### config.mk
export PLATFORM = sky130hd
export DESIGN_NAME = pattern_detector_flat
export DESIGN_NICKNAME = d
export VERILOG_FILES = /design/src/rtl/pattern_detector_pkg.sv /design/src/rtl/pattern_detector_if.sv /design/src/rtl/pattern_detector_shreg.sv /design/src/rtl/pattern_detector.sv /design/src/flat_wrapper.sv
export SDC_FILE = /design/constraint.sdc
export NUM_CORES = 1
export LEC_CHECK = 0
export CORE_MARGIN = 2
export CORE_UTILIZATION = 43
export CTS_BUF_LIST = sky130_fd_sc_hd__clkbuf_16
export CTS_CLUSTER_SIZE = 24
export DETAILED_ROUTE_END_ITERATION = 16
export GPL_ROUTABILITY_DRIVEN = 0
export PLACE_DENSITY = 0.82
export SETUP_SLACK_MARGIN = 0.05
export SYNTH_ARGS = -nofsm -noshare
export SYNTH_HDL_FRONTEND = slang
export SYNTH_SLANG_ARGS = --single-unit
### constraint.sdc
create_clock -name clk -period 0.96 [get_ports clk]
set_input_delay 0.288 -clock clk [delete_from_list [all_inputs] [get_ports clk]]
set_output_delay 0.288 -clock clk [all_outputs]
set_load 0.03 [all_outputs]
### src/rtl/pattern_detector_pkg.sv
// rtl/pattern_detector_pkg.sv - shared types and constants for the serial pattern detector
// Contents:
//   state_t      detector FSM states (S_EMPTY, S_FILL, S_ARMED)
//   PAT_LEN_MIN  smallest legal pattern length
//   PAT_LEN_MAX  largest legal pattern length
package pattern_detector_pkg;

   typedef enum logic [1:0] {
      S_EMPTY = 2'd0,
      S_FILL  = 2'd1,
      S_ARMED = 2'd2
   } state_t;

   localparam int PAT_LEN_MIN = 2;
   localparam int PAT_LEN_MAX = 16;

endpackage

### src/rtl/pattern_detector_if.sv
// rtl/pattern_detector_if.sv - signal bundle between a bit source and the pattern detector
// Optional feature macro: PATDET_COUNT_EN adds the CNT_W parameter and hit_count/hit_clr.
// Signals:
//   x, x_valid   serial data bit and its qualifier
//   pat_load     one-cycle strobe loading pat_in as the new pattern
//   pat_in       new pattern, MSB is the first bit received
//   y            registered match pulse
//   armed        the next valid bit can complete a match
//   hit_count    saturating match count (PATDET_COUNT_EN only)
//   hit_clr      synchronous clear of hit_count (PATDET_COUNT_EN only)
// Modports: master drives stimulus, slave is the detector.
interface pattern_detector_if #(
   parameter int PAT_LEN = 4
`ifdef PATDET_COUNT_EN
   ,
   parameter int CNT_W = 8
`endif
);

   logic               x;
   logic               x_valid;
   logic               pat_load;
   logic [PAT_LEN-1:0] pat_in;
   logic               y;
   logic               armed;
`ifdef PATDET_COUNT_EN
   logic [CNT_W-1:0]   hit_count;
   logic               hit_clr;
`endif

   modport master (
      output x, x_valid, pat_load, pat_in,
      input  y, armed
`ifdef PATDET_COUNT_EN
      ,
      output hit_clr,
      input  hit_count
`endif
   );

   modport slave (
      input  x, x_valid, pat_load, pat_in,
      output y, armed
`ifdef PATDET_COUNT_EN
      ,
      input  hit_clr,
      output hit_count
`endif
   );

endinterface

### src/rtl/pattern_detector_shreg.sv
// rtl/pattern_detector_shreg.sv - bit history and fill counter for the pattern detector
// Ports:
//   clk, reset  clock and asynchronous active-high reset
//   shift       accept x into the history and advance fill
//   clear       restart fill from zero (takes priority over shift for fill)
//   x           incoming serial bit
//   hist        last PAT_LEN-1 accepted bits, newest in bit 0
//   fill        accepted bit count, saturating at PAT_LEN-1
module pattern_detector_shreg #(
   parameter int PAT_LEN = 4,
   parameter int FILL_W  = 2
) (
   input  logic               clk,
   input  logic               reset,
   input  logic               shift,
   input  logic               clear,
   input  logic               x,
   output logic [PAT_LEN-2:0] hist,
   output logic [FILL_W-1:0]  fill
);

   localparam logic [FILL_W-1:0] FILL_MAX = FILL_W'(PAT_LEN - 1);

   // Widen then truncate so the shift also works for PAT_LEN = 2 (1-bit history).
   logic [PAT_LEN-1:0] hist_wide;
   assign hist_wide = {hist, x};

   always_ff @(posedge clk or posedge reset) begin
      if (reset) begin
         hist <= '0;
         fill <= '0;
      end else begin
         if (shift) begin
            hist <= hist_wide[PAT_LEN-2:0];
         end
         if (clear) begin
            fill <= '0;
         end else if (shift && (fill != FILL_MAX)) begin
            fill <= fill + FILL_W'(1);
         end
      end
   end

endmodule

### src/rtl/pattern_detector.sv
// rtl/pattern_detector.sv - serial bit-pattern detector with loadable pattern
// Optional feature macro: PATDET_COUNT_EN enables the saturating hit counter.
// Ports:
//   clk    clock, all state changes on the rising edge
//   reset  asynchronous active-high reset
//   bus    pattern_detector_if.slave: x, x_valid, pat_load, pat_in in;
//          y, armed out; hit_clr in / hit_count out with PATDET_COUNT_EN
module pattern_detector
   import pattern_detector_pkg::*;
#(
   parameter int                 PAT_LEN = 4,
   parameter logic [PAT_LEN-1:0] PATTERN = 4'b1011,
   parameter int                 OVERLAP = 1,
   parameter int                 CNT_W   = 8
) (
   input  logic              clk,
   input  logic              reset,
   pattern_detector_if.slave bus
);

   if ((PAT_LEN < PAT_LEN_MIN) || (PAT_LEN > PAT_LEN_MAX) || (CNT_W < 1)) begin : g_bad_params
      $error("pattern_detector: PAT_LEN or CNT_W out of range");
   end

   localparam int FILL_W = $clog2(PAT_LEN);

   state_t               state;
   logic [PAT_LEN-1:0]   pat_q;
   logic [PAT_LEN-2:0]   hist;
   logic [FILL_W-1:0]    fill;
   logic                 y_q;
   logic                 shift;
   logic                 clear;
   logic                 match;

   // A load in the same cycle discards x, so it also suppresses any match.
   assign shift = bus.x_valid && !bus.pat_load;
   assign match = (state == S_ARMED) && shift && ({hist, bus.x} == pat_q);
   assign clear = bus.pat_load || (match && (OVERLAP == 0));

   pattern_detector_shreg #(
      .PAT_LEN (PAT_LEN),
      .FILL_W  (FILL_W)
   ) u_shreg (
      .clk   (clk),
      .reset (reset),
      .shift (shift),
      .clear (clear),
      .x     (bus.x),
      .hist  (hist),
      .fill  (fill)
   );

   always_ff @(posedge clk or posedge reset) begin
      if (reset) begin
         state <= S_EMPTY;
         pat_q <= PATTERN;
         y_q   <= 1'b0;
      end else begin
         y_q <= match;
         if (bus.pat_load) begin
            pat_q <= bus.pat_in;
            state <= S_EMPTY;
         end else if (bus.x_valid) begin
            case (state)
               S_EMPTY: state <= (PAT_LEN == 2) ? S_ARMED : S_FILL;
               // fill is the pre-increment count, so PAT_LEN-2 means this bit arms us.
               S_FILL:  if (fill == FILL_W'(PAT_LEN - 2)) state <= S_ARMED;
               S_ARMED: if (match && (OVERLAP == 0)) state <= S_EMPTY;
               default: state <= S_EMPTY;
            endcase
         end
      end
   end

   assign bus.y     = y_q;
   assign bus.armed = (state == S_ARMED);

`ifdef PATDET_COUNT_EN
   logic [CNT_W-1:0] cnt_q;

   // Clear beats a coincident match.
   always_ff @(posedge clk or posedge reset) begin
      if (reset) begin
         cnt_q <= '0;
      end else if (bus.hit_clr) begin
         cnt_q <= '0;
      end else if (match && (cnt_q != {CNT_W{1'b1}})) begin
         cnt_q <= cnt_q + CNT_W'(1);
      end
   end

   assign bus.hit_count = cnt_q;
`endif

endmodule

### src/flat_wrapper.sv
// flat-port wrapper written by rule: the top's interface ports become plain ports
module pattern_detector_flat import pattern_detector_pkg::*;
#(
   parameter int                 PAT_LEN = 4,
   parameter logic [PAT_LEN-1:0] PATTERN = 4'b1011,
   parameter int                 OVERLAP = 1,
   parameter int                 CNT_W   = 8
)
  (clk, reset, bus_x, bus_x_valid, bus_pat_load, bus_pat_in, bus_y, bus_armed);
  pattern_detector_if #(.PAT_LEN(PAT_LEN)) bus_i ();
  input  logic clk;
  input  logic reset;
  input wire logic [$bits(bus_i.x)-1:0] bus_x;
  input wire logic [$bits(bus_i.x_valid)-1:0] bus_x_valid;
  input wire logic [$bits(bus_i.pat_load)-1:0] bus_pat_load;
  input wire logic [$bits(bus_i.pat_in)-1:0] bus_pat_in;
  output wire logic [$bits(bus_i.y)-1:0] bus_y;
  output wire logic [$bits(bus_i.armed)-1:0] bus_armed;
  assign bus_i.x = bus_x;
  assign bus_i.x_valid = bus_x_valid;
  assign bus_i.pat_load = bus_pat_load;
  assign bus_i.pat_in = bus_pat_in;
  assign bus_y = bus_i.y;
  assign bus_armed = bus_i.armed;
  pattern_detector #(.PAT_LEN(PAT_LEN), .PATTERN(PATTERN), .OVERLAP(OVERLAP), .CNT_W(CNT_W)) u_core (.clk(clk), .reset(reset), .bus(bus_i));
endmodule
==> results of run 1 <==
==> critical path, delay by kind of cell (launching register included) <==
| kind | cells | cell delay, ns |
|---|---|---|
| buf+inv | 1 | 0.13 |
| flops | 1 | 0.39 |
| simple gates | 1 | 0.13 |
==> stage by stage <==
stage          area, um^2  instances  worst slack (ns)  hold WS, ns  setup TNS, ns
6_report              926         86            -0.217        0.233         -0.590
5_1_grt               926         86            -0.249        0.281         -0.843
4_1_cts               920         85            -0.226        0.234         -0.563
3_5_place_dp          773         78            -0.499        0.487          -5.07
3_3_place_gp          773         78            -0.477        0.489          -4.87
2_1_floorplan         619         46           -0.0472        0.151         -0.182
==> registers in the layout (all words and copies together) (netlist names) <==
signal               flops
u_core.u_shreg.hist      3
u_core.u_shreg.fill      2
u_core.state             2
u_core.pat_q             4
u_core.bus.y             1
==> path summary, 6_finish.rpt <==
kind	depth (start not counted)	slack, ns	from	to
max	2	-0.22	u_core.state[0]	bus_armed
min	2	0.23	reset	u_core.pat_q[2]
max reg2reg	4	-0.14	u_core.u_shreg.fill[1]	u_core.u_shreg.fill[0]
min reg2reg	1	0.54	u_core.pat_q[2]	u_core.pat_q[2]
max in group asynchronous	3	0.38	reset	u_core.u_shreg.hist[1]
min in group clk	2	0.37	bus_pat_load	u_core.pat_q[2]
==> cell type report <==
class                           instances  area, um^2  area share [%]
Clock buffer                            3        75.1            8.11
Clock inverter                          1        3.75           0.405
Inverter                                2        7.51           0.811
Multi-Input combinational cell         31         334            36.1
Sequential cell                        12         304            32.8
Tap cell                               15        18.8            2.03
Timing Repair Buffer                   22         183            19.7
==> synth_stat cells, drive strengths merged <==
cell type and instances:
a21oi 4, buf 1, dfrtp 9, dfstp 3
ha 2, inv 2, mux2 7, mux2i 1
nand2 3, nand2b 2, nand3 1, nand4b 1
nor2 2, nor2b 2, nor3b 1, nor4 1
xnor2 1, xor2 3
==> kinds of logic after synthesis <==
kind of cell	synth area share [%]
buffers and inverters	2.62
DFF	53.1
and+or+nand+nor	14.8
xor gates and xnor gates	6.11
muxes	15.5
AOI/OAI and AO/OA	3.49
adders and majority gates	4.37
==> per-layer routing <==
| layer | global-route usage, % | share of wire (%) | wire [um] | vias up |
|---|---|---|---|---|
| li1 | - | - | - | 206 |
| met4 | 12.5 | 1.1 | 12 | 0 |
| met2 | 25.8 | 53 | 579 | 9 |
| met1 | 21.4 | 41 | 451 | 205 |
| met3 | 8.33 | 5.2 | 57 | 2 |
| met5 | 0 | 0 | 0 | - |
==> where the power goes <==
part           switching, W  leakage, nW  internal, W  total [W]
clock network      0.000201       0.0385     0.000547   0.000747
registers         0.0000518        0.146     0.000575   0.000627
logic              0.000105        0.228     0.000171   0.000276
==> repair_timing <==
action / 4_1_cts / 5_1_grt
resized for setup: 14 / 4
buffers inserted: 3 / 1
pin swaps: 4 / 1
setup endpoints to repair: 14 / 10
==> flow_summary_export.csv, run 1 <==
group,metric,value,unit
outcome,status,"complete, but fails checks",
outcome,failed_checks,"negative setup slack",
worst_setup_path,cp.arrival,0.89,ns
yosys,seq_area_frac_synth,53.1,%
worst_setup_path,end_kind,"output pin",
timing,drv_slew,0,
yosys,ys_warn_count,0,
grt,grt_use_total,18.1,%
worst_setup_path,path_class,"flop to output pin",
detailed_routing,viasPerCell,4.91,
die,die_w,40.5,um
clock_tree,cts_buffers,3,
clock_tree,root_buffer,"clkbuf_16",
timing,finalHoldViolations,0,
yosys,postSynthNetCount,57,
yosys,yosysUniqueCellTypes,19,
yosys,netlist_instances,46,
clock_tree,cts.sinks,12,
yosys,avgSynthCellArea,12.5,um^2
worst_setup_path,cp-start-kind,"flop",
grt,grt_max_degree,9,
detailed_routing,firstDrtPassIters,4,
finish,area_growth,61.6,%
yosys,syn_area,573,um^2
timing,rsz0062_at_grt,"yes",
clock_tree,cts_tree,"done",
run,cap_violations,0,
place,port_buffers,10,
pwr,p_total,0.00165,W
pwr,p_leak,0.412,nW
detailed_routing,antenna_left,0,
yosys,yosysTopAreaCell,"dfrtp_1",
detailed_routing,drcViolationCount,0,
pwr,vdd_ir_drop_max,0.00211,V
clock_tree,holdBufCountCts,0,
timing,finalSetupViolations,6,
finish,final_cell_mix,"12 x buf_4, 9 x dfrtp_1, 6 x clkdlybuf4s50_1",
die,io_pins,11,
finish,final_common_cell,"buf_4",
detailed_routing,via_count,422,
grt,grt_pass1_vias,410,
grt,antenna_found_initial,0,
finish,fin_util,73.0,%
clock_tree,clockBufferDepth,2,
worst_setup_path,cpMaxStageDelayCell,"dfrtp_1",
yosys,yosys.area.top_type_share,39.3,%
timing,fin_crit,1.18,ns
worst_setup_path,crit_path_max_fanout,2,
die,coreArea,0.00127,mm^2
clock_tree,clkSlewWorstSetupHoldPaths,0.04,ns
timing,slew_headroom,87.4,%
timing,worst_pin_slew,0.188,ns
yosys,synth_area_leaders,"dfrtp_1 39%, dfstp_2 14%, mux2_1 14%, xor2_1 4.6%, ha_1 4.4%",
grt,grt_pass1_wl,1.76,mm
detailed_routing,wirelength,1.10,mm
worst_setup_path,crit_path_cell_trace,"nor2b_4, buf_6",
clock_tree,clk_latency,0.24,ns
yosys,ys_ff_latch,12,
worst_hold_path,hold_class,"input port to asynchronous set/reset pin",
worst_setup_path,worstPathRequired,0.67,ns
clock_tree,htree_levels,1,
finish,layout-drive-gt1-share,54.9,%
detailed_routing,drt_iter0_markers,8,
die,rows,13,
finish,fillers,91,
pwr,p_per_area,1780,mW/mm^2
timing,period_share,123,%
finish,n_antenna_cell,0,
place,dp_hpwl,752,um
grt,overflow,0,
timing,fin_ws,-0.217,ns
finish,nets,83,
worst_setup_path,slowest_delay,0.39,ns
die,start_util,45.2,%
timing,finalClockSkew,0.00201,ns
detailed_routing,wl_per_cell,12.8,um
die,die_area,0.00164,mm^2
timing,max_freq,0.850,GHz
die,fp.dieH,40.5,um
No activity file was read; power rests on OpenSTA's default activity.
==> inputs of run 2 (changes only) <==
--- a/config.mk
+++ b/config.mk
@@ -5,13 +5,14 @@
 export SDC_FILE = /design/constraint.sdc
 export NUM_CORES = 1
 export LEC_CHECK = 0
-export CORE_MARGIN = 2
-export CORE_UTILIZATION = 43
-export CTS_BUF_LIST = sky130_fd_sc_hd__clkbuf_16
+export ABC_AREA = 0
+export CORE_AREA = 2 2 39 41
+export CTS_BUF_LIST = sky130_fd_sc_hd__clkbuf_4 sky130_fd_sc_hd__clkbuf_8
 export CTS_CLUSTER_SIZE = 24
 export DETAILED_ROUTE_END_ITERATION = 16
+export DIE_AREA = 0 0 41 43
 export GPL_ROUTABILITY_DRIVEN = 0
-export PLACE_DENSITY = 0.82
+export PLACE_DENSITY = 0.79
 export SETUP_SLACK_MARGIN = 0.05
 export SYNTH_ARGS = -nofsm -noshare
 export SYNTH_HDL_FRONTEND = slang
==> constraint.sdc (replaced) <==
create_clock -name clk -period 1.2 [get_ports clk]
set_input_delay 0.36 -clock clk [delete_from_list [all_inputs] [get_ports clk]]
set_output_delay 0.36 -clock clk [all_outputs]
set_load 0.03 [all_outputs]
==> flow_summary_export.csv, run 2 (synthesis results as in run 1) <==
group,metric,value,unit
die,start_util,41.4,%
worst_setup_path,path_class,"flop to output pin",
timing,finalHoldViolations,0,
detailed_routing,viasPerCell,4.82,
grt,grt_pass1_vias,398,
finish,area_growth,47.2,%
grt,grt_pass1_wl,1.61,mm
timing,slew_headroom,86.6,%
timing,finalSetupViolations,1,
grt,antenna_found_initial,0,
die,rows,14,
place,dp_slack,-0.344,ns
pwr,p_sw,0.000238,W
timing,fin_crit,1.32,ns
die,fp.dieH,43,um
die,die_w,41,um
pwr,swShare,24.0,%
finish,final_cell_mix,"9 x dfrtp_1, 8 x buf_4, 6 x mux2_1, 6 x clkdlybuf4s50_1",
clock_tree,cts.sinks,12,
place,dp_hpwl,693,um
detailed_routing,wl_per_cell,10.8,um
clock_tree,cts_tree,"done",
worst_setup_path,cp-start-kind,"flop",
pwr,comb_power_share,18.5,%
finish,reg_top3,"u_core.pat_q (4), u_core.u_shreg.hist (3)",
finish,final_common_cell,"dfrtp_1",
place,port_buffers,10,
worst_setup_path,cp.arrival,0.96,ns
grt,grt_use_total,15.0,%
detailed_routing,firstDrtPassIters,1,
worst_setup_path,end_kind,"output pin",
pwr,p_leak,0.374,nW
clock_tree,cts_buffers,3,
clock_tree,holdBufCountCts,0,
timing,fin_tns_setup,-0.118,ns
outcome,status,"complete, but fails checks",
grt,grt_max_degree,13,
clock_tree,clkSlewWorstSetupHoldPaths,0.07,ns
timing,period_share,110,%
timing,fin_ws,-0.118,ns
timing,rsz0062_at_grt,"yes",
clock_tree,htree_levels,1,
finish,top_register,"u_core.pat_q",
pwr,p_int,0.000754,W
die,io_pins,11,
detailed_routing,antenna_left,0,
clock_tree,clockBufferDepth,2,
finish,nets,80,
place,placed_area,726,um^2
finish,layout-drive-gt1-share,42.6,%
detailed_routing,via_count,405,
pwr,p_total,0.000993,W
run,cap_violations,0,
finish,fin_area,843,um^2
timing,worst_pin_slew,0.201,ns
grt,overflow,0,
worst_setup_path,r2r_slack,0.09,ns
detailed_routing,wirelength,907,um
finish,n_antenna_cell,0,
timing,hold_slack,0.379,ns
detailed_routing,drcViolationCount,0,
pwr,p_clk_share,31.9,%
worst_setup_path,worstPathRequired,0.84,ns
outcome,failed_checks,"negative setup slack",
worst_hold_path,hold_class,"input port to asynchronous set/reset pin",
pwr,vdd_ir_drop_max,0.00114,V
pwr,p_per_area,1180,mW/mm^2
clock_tree,root_buffer,"clkbuf_4",
timing,finalClockSkew,0.00770,ns
timing,max_freq,0.759,GHz
worst_setup_path,crit_path_max_fanout,2,
die,die_area,0.00176,mm^2
die,coreArea,0.00138,mm^2
detailed_routing,drt_iter0_markers,0,
timing,drv_slew,0,
finish,largest_reg_flops,4,
pwr,sequentialPowerShare,49.6,%
clock_tree,clk_latency,0.28,ns
-- run 2: critical path, cell delays in order, from the launching register on --
cell and delay [ns]:
dfrtp_1 0.39, nor2b_2 0.15, buf_6 0.14
-- run 2: area by class of cell --
class,count,area (um^2)
well taps,16,20.0
repair buffers,19,180
flip-flops and latches,12,304
inverters,2,7.51
multi-input cells,31,295
fillers,122,541
clock buffers,4,36.3
-- run 2: timing repair --
item                       CTS  global route
setup endpoints to repair    9             4
pin swaps                    1             1
setup buffers                4             1
resized for setup            5             7
-- run 2: path summary, 6_finish.rpt --
path                       cells after the start                   start                endpoint
setup / recovery                               2         u_core.state[0]               bus_armed
hold / removal                                 3                   reset  u_core.u_shreg.fill[0]
setup reg to reg                               4  u_core.u_shreg.fill[1]  u_core.u_shreg.fill[0]
hold reg to reg                                1         u_core.pat_q[2]         u_core.pat_q[2]
max in group asynchronous                      3                   reset         u_core.pat_q[0]
min in group clk                               1         u_core.pat_q[2]         u_core.pat_q[2]
-- run 2: power by group through the flow --
stage	clock, W	combinational, W	sequential [W]
floorplan	0	0.0000984	0.000492
global placement	0	0.000153	0.000499
detailed placement	0	0.000156	0.000501
CTS	0.000333	0.000168	0.000492
global route	0.000364	0.000202	0.000500
finish	0.000317	0.000183	0.000493
-- run 2: metrics by stage --
step / utilization, % / instances
global route: 60.9 / 84
finish: 60.9 / 84
floorplan: - / 46
CTS: 57.9 / 83
global placement: 52.4 / 75
detailed placement: 52.4 / 75
-- run 2: metal layers --
| layer | global-route usage (%) | up-vias | share of wire (%) |
|---|---|---|---|
| met4 | 12.0 | 0 | 3.9 |
| met2 | 19.7 | 12 | 45 |
| met1 | 17.2 | 189 | 45 |
| met5 | 0 | - | 0 |
| met3 | 7.85 | 4 | 6.4 |
| li1 | - | 200 | - |
